$ cat src/rtl/bcd_digit_entry.sv
// Push-button front end: syncs and debounces up/down/enter and edits a two-digit decimal value.
// Commits tens*10+ones as a 7-bit binary value with a one-cycle valid strobe.
module bcd_digit_entry #(
  parameter int unsigned DB_CYCLES = 50000,
  parameter int unsigned DB_W      = 16
) (
  input  logic       clk,
  input  logic       rst_n,
  input  logic       btn_up,
  input  logic       btn_down,
  input  logic       btn_enter,
  output logic [3:0] digit,
  output logic       digit_pos,
  output logic [6:0] value,
  output logic       value_valid
);

  typedef enum logic [0:0] {STens, SOnes} state_e;

  localparam logic [DB_W-1:0] CntMax = DB_W'(DB_CYCLES - 1);

  // Bit order for all per-button vectors: {enter, down, up}
  logic [2:0]      raw;
  logic [2:0]      sync1_q, sync2_q;
  logic [2:0]      deb_q, deb_prev_q;
  logic [2:0]      press;
  logic [DB_W-1:0] cnt_q [3];

  assign raw   = {btn_enter, btn_down, btn_up};
  assign press = deb_q & ~deb_prev_q;

  always_ff @(posedge clk or negedge rst_n) begin
    if (!rst_n) begin
      sync1_q    <= '0;
      sync2_q    <= '0;
      deb_q      <= '0;
      deb_prev_q <= '0;
      for (int i = 0; i < 3; i++) cnt_q[i] <= '0;
    end else begin
      sync1_q    <= raw;
      sync2_q    <= sync1_q;
      deb_prev_q <= deb_q;
      for (int i = 0; i < 3; i++) begin
        if (sync2_q[i] == deb_q[i]) begin
          cnt_q[i] <= '0;
        end else if (cnt_q[i] == CntMax) begin
          deb_q[i] <= sync2_q[i];
          cnt_q[i] <= '0;
        end else begin
          cnt_q[i] <= cnt_q[i] + DB_W'(1);
        end
      end
    end
  end

  function automatic logic [3:0] bcd_inc(input logic [3:0] d);
    return (d >= 4'd9) ? 4'd0 : d + 4'd1;
  endfunction

  function automatic logic [3:0] bcd_dec(input logic [3:0] d);
    return (d == 4'd0) ? 4'd9 : d - 4'd1;
  endfunction

  state_e     state_q, state_d;
  logic [3:0] tens_q, tens_d;
  logic [3:0] ones_q, ones_d;
  logic [6:0] value_q, value_d;
  logic       valid_q, valid_d;
  logic       up, down, enter;

  assign up    = press[0];
  assign down  = press[1];
  assign enter = press[2];

  always_comb begin
    state_d = state_q;
    tens_d  = tens_q;
    ones_d  = ones_q;
    value_d = value_q;
    valid_d = 1'b0;
    unique case (state_q)
      STens: begin
        // enter wins over any up/down pulse in the same cycle
        if (enter) begin
          state_d = SOnes;
          ones_d  = 4'd0;
        end else if (up && !down) begin
          tens_d = bcd_inc(tens_q);
        end else if (down && !up) begin
          tens_d = bcd_dec(tens_q);
        end
      end
      SOnes: begin
        if (enter) begin
          value_d = {3'b000, tens_q} * 7'd10 + {3'b000, ones_q};
          valid_d = 1'b1;
          state_d = STens;
          tens_d  = 4'd0;
          ones_d  = 4'd0;
        end else if (up && !down) begin
          ones_d = bcd_inc(ones_q);
        end else if (down && !up) begin
          ones_d = bcd_dec(ones_q);
        end
      end
      default: state_d = STens;
    endcase
  end

  always_ff @(posedge clk or negedge rst_n) begin
    if (!rst_n) begin
      state_q <= STens;
      tens_q  <= 4'd0;
      ones_q  <= 4'd0;
      value_q <= 7'd0;
      valid_q <= 1'b0;
    end else begin
      state_q <= state_d;
      tens_q  <= tens_d;
      ones_q  <= ones_d;
      value_q <= value_d;
      valid_q <= valid_d;
    end
  end

  assign digit       = (state_q == STens) ? tens_q : ones_q;
  assign digit_pos   = (state_q == STens);
  assign value       = value_q;
  assign value_valid = valid_q;

endmodule

$ cat config.mk
export PLATFORM = sky130hd
export DESIGN_NAME = bcd_digit_entry
export DESIGN_NICKNAME = d
export VERILOG_FILES = /design/src/rtl/bcd_digit_entry.sv
export SDC_FILE = /design/constraint.sdc
export NUM_CORES = 1
export LEC_CHECK = 0
export BUFFER_PORTS_ARGS = -buffer_cell sky130_fd_sc_hd__buf_2
export CAP_MARGIN = 20
export CORE_ASPECT_RATIO = 1.5
export CORE_MARGIN = 2
export CORE_UTILIZATION = 40
export CTS_BUF_LIST = sky130_fd_sc_hd__clkbuf_16
export DETAILED_ROUTE_END_ITERATION = 12
export PLACE_DENSITY = 0.58
export SYNTH_ARGS = -nofsm -noshare
export SYNTH_HDL_FRONTEND = slang
export SYNTH_SLANG_ARGS = --single-unit
$ cat constraint.sdc
create_clock -name clk -period 2.9 [get_ports clk]
set_input_delay 0.58 -clock clk [delete_from_list [all_inputs] [get_ports clk]]
set_output_delay 0.58 -clock clk [all_outputs]
set_load 0.01 [all_outputs]
## After elaboration in Yosys (flattened, before gate mapping)

Cells that the tools add are included.

- Add/sub/neg operators: 8
- Multiply operators: 1
- Magnitude comparators: 2
- Equal/unequal tests: 11
- Muxes and demuxes: 24
- Bitwise operators: 6
- Reductions and logical operators: 12

Operators with widths:

| kind | number |
|---|---|
| 16-bit two-way mux | 6 |
| 16-bit by 1-bit adder with 16-bit output (second input constant) | 3 |
| 16-bit == test (second input constant) | 3 |
| 4-bit two-way mux | 12 |
| 4-bit one-hot mux with 2 select lines | 2 |
| 2-bit AND reduction | 5 |
| 4-bit by 1-bit adder with 4-bit output (second input constant) | 2 |
| 4-bit >= comparator (second input constant) | 2 |
| 4-bit logical NOT | 2 |
| 4-bit by 1-bit subtractor with 4-bit output (second input constant) | 2 |
| 7-bit by 4-bit adder with 7-bit output | 1 |
| 4-bit by 3-bit multiplier with 6-bit output (second input constant) | 1 |
| 2-bit inequality test (second input constant) | 2 |
| 4-bit by 2-bit inequality test with 1-bit output (second input constant) | 1 |
| 1-bit inverter | 4 |
| 3-bit AND | 1 |
| 1-bit == test | 3 |
| 1-bit two-way mux | 3 |
| 3-bit by 1-bit inequality test with 1-bit output (second input constant) | 1 |
| 3-bit inverter | 1 |
| 3-bit AND reduction | 1 |
| 1-bit logical AND | 2 |
| 1-bit logical NOT | 2 |
| 2-bit by 1-bit inequality test with 1-bit output (second input constant) | 1 |
| 1-bit one-hot mux with 2 select lines | 1 |

- Flip-flop bits (word level): 77
- Bits of input ports: 5
- Output and inout port bits: 13
- Logic and storage cells: 78

## Longest topological paths before layout

- Depth in word-level cells: 8
- Mapped depth: 9
- Mapped depth without buffers: 8

## Worst setup path before layout

Ideal clock, no wire load.

- Path kind: register to register
- Start: register tens_q[1]
- End: register value_q[6], in the netlist value[6]
- Setup time: 0.138 ns
- Arrival time: 1.903 ns
- Required time: 2.762 ns
- Setup slack: 0.859 ns
- Cell stages (with the launch flop): 9
- Buffers on the path: 0
- Period minus slack after synthesis: 2.041 ns
- Cells stage by stage: dfrtp_1 ha_1 ha_1 inv_1 fa_1 nand2b_1 a21oi_1 xnor2_1 a21oi_1

- Cells in the longest elaborated chain, start to end: 2

Ends and longest elaborated chain:

| item | RTL line | text |
|---|---|---|
| from (decl) | 65 | `logic [3:0] tens_q, tens_d;` |
| from (signal assigned) | 119 | `tens_q <= tens_d;` |
| 4-bit by 3-bit multiplier with 6-bit output | 95 | `value_d = {3'b000, tens_q} * 7'd10 + {3'b000, ones_q};` |
| 7-bit by 4-bit adder with 7-bit output | 95 |  |
| to (signal assigned) | 121 | `value_q <= value_d;` |
| to (decl) | 67 | `logic [6:0] value_q, value_d;` |

No other way between the ends.
A chain may end at the register's enable or synchronous reset.

## Final worst setup path

Ends and elaborated chain as after synthesis.

==> results.toml <==
[drt]
ant_nets = 0
detail_route.wl_per_cell_um = 13.9
drc = 0
routed_wl_mm = 7.67
vias = 2895
via_per_inst = 5.26
drt_iter0_drc = 149
drt_pre_antenna_iters = 4

[timing]
period_needed_ps = 2220
final-max-slew-violation-count = 0
hold_violations = 0
max_freq_ghz = 0.451
fin_setup_tns_ps = 0
fin_crit_sh = 0.764
hold_ws_ps = 267
finalClockSkew_ps = 7.79
setup_viol = 0
tightest_slew_ps = 694
slew_headroom = 0.532
rsz0062_at_grt = "false"

[global_route]
grt.overflow.total = 0
grt_max_degree = 51
grt_pass1_wl_mm = 13.7
first_global_vias = 3030
antenna_found_initial = 0
track_usage = 0.156

[pwr]
leakage_nw = 1.98
power_density_mw_per_mm2 = 474
power.internal_mw = 1.67
peakVddDrop_uv = 332
comb_power_share = 0.026
switching_share = 0.224
clkPwrFrac = 0.462
p_sw_uw = 483
seq_power_share = 0.511

[yosys]
syn_nets = 437
synth-xor-area-share = 0.106
async_reset_ff_frac = 1.00
ys_seq_area_frac = 0.474
yosys_warnings = 0
synth_compound_area_frac = 0.0625
syn_area_per_cell_um2 = 10.0
muxShareOfSynthArea = 0.0283
synth.area.top_cells = "dfrtp_1 47%, xnor2_1 8.6%, ha_1 7.4%"
synth_top_area_cell = "dfrtp_1"
synth_flop_cell = "dfrtp_1"
ys_types = 48
synth.top_cell.area_share = 0.474
ys_seq_elements = 77
synth_cells = 406
synth_edf_count = 0
synth_top_family_by_area = "simple AND/OR/NAND/NOR gates"
synthAdderAreaFrac = 0.0837
synth_area_mm2 = 0.00407
synth-simple-area-share = 0.212

[floorplanning]
core.rowCount = 45
start_util = 0.406
coreArea_mm2 = 0.0100
die_area_mm2 = 0.0110
die_y_um = 127
die_width_um = 86.3
io-pin-count = 18

[setup_path]
reg2reg_slack_ps = 680
crit_path_start_kind = "flip-flop"
r2r_end = "value[6]"
criticalPathCategory = "flip-flop to flip-flop"
timing.rr.start = "tens_q[1]"
worstPathRequired_ps = 3100
arrival_ps = 2420
critPathMaxFanout = 8
cp-end-kind = "flip-flop"
reg2reg_depth = 8

[worst_hold_path]
hold_class = "primary input to async pin"

[cts]
root_buffer = "clkbuf_16"
postCtsSetupBuffers = 0
clock_latency_ps = 340
clkSlewWorstSetupHoldPaths_ps = 60
clock_sinks = 77
hold_buffers = 0
cts_resized = 0
cts_buffers = 9
clk_path_buf_depth = 2
htree_levels = 3
cts_tree = "yes"

[place]
placed_area_mm2 = 0.00428
dp.final_hpwl_mm = 5.48
place_congestion = 0.770
io_buffers = 17

[outcome]
status = "complete, no violations"

[layout]
layout-drive-gt1-share = 0.111
nNetsFinal = 459
area_growth_pct = 11.8
fin_area_mm2 = 0.00454
num_antenna_cells = 0

[job]
maxCapViolCount = 0
state kept, by name, summed over array words and instances (netlist names), 3 cells and up:
register,cells
ones_q,4
tens_q,4
deb_prev_q,3
deb_q,3
value,7
sync1_q,3
sync2_q,3
cnt_q,48
cell type report:
class	instances	area [um2]
clock buffers	9	225
multi-input cells	295	2000
fillers	954	5480
repair buffers	21	118
well taps	117	146
inverters	24	90.1
flip-flops and latches	77	1930
clock inverters	7	35.0
per-stage QoR:
stage               setup WS, ps   util  total power [mW]  std cells
floorplan                    859      -              1.14        406
global placement             789  0.427              1.18        534
detailed placement           674  0.427              1.18        534
CTS                          660  0.453              2.18        550
global route                 580  0.453              2.24        550
finish                       683  0.453              2.15        550
cells in the mapped netlist (all sizes together), types with 3 or more instances:
library cell	instances
a21oi	8
and3	3
ha	24
nor3	11
nand2	24
dfrtp	77
nor2b	3
xor2	9
nand3	22
nor4	16
xnor2	40
mux2	9
buf	3
clkbuf	7
nor3b	3
a211oi	3
o21ai	10
nand4	13
inv	24
nor2	65
nand2b	5
how the worst max path moves through the flow:
stage | startpoint | to | slack (ps)
final | tens_q[1] | value[6] | 680
after global routing | state_q | ones_q[2] | 580
after CTS | tens_q[1] | value[6] | 660
after detailed placement | tens_q[1] | value[6] | 670
after global placement | tens_q[1] | value[6] | 790
after floorplan | tens_q[1] | value[6] | 860
placed cells by master, fill, tap and decap left out, drive strengths merged, types with 3 or more instances in the layout:
cell     n
dfrtp   77
nor2    65
xnor2   40
inv     26
ha      24
nand2   24
nand3   22
buf     21
nor4    16
nand4   13
nor3    11
o21ai   10
xor2     9
clkbuf   9
mux2     9
a21oi    8
nand2b   5
nor2b    3
nor3b    3
a211oi   3
and3     3
clkinv   3
layer usage:
metal	vias up	wire (um)	track usage
met5	-	0	0
met1	1423	3390	0.181
met2	21	4000	0.275
met3	12	113	0.0291
li1	1439	-	-
met4	0	166	0.0717
power by group through the flow:
stage          clock [mW]  combinational [mW]  sequential, mW
2_1_floorplan           0              0.0272            1.12
3_3_place_gp            0              0.0582            1.12
3_5_place_dp            0              0.0593            1.12
4_1_cts              1.02              0.0594            1.10
5_1_grt              1.07              0.0683            1.10
6_report            0.996              0.0563            1.10
kinds of logic after synthesis:
logic type | after synthesis
XOR/XNOR | 49
adder cells (fa/ha/maj) | 26
multiplexers | 10
AND/OR/NAND/NOR | 174
AO/OA/AOI/OAI | 36
buffers and inverters | 34
flip-flops | 77
worst max-delay path, stage by stage, from the launching register on:
cell and delay [ps]:
dfrtp_1 490, ha_1 350, ha_1 190, inv_1 60
fa_1 430, nand2b_1 160, a21oi_1 160, xnor2_1 140
a21oi_1 90
No activity file was read; power rests on OpenSTA's default activity.
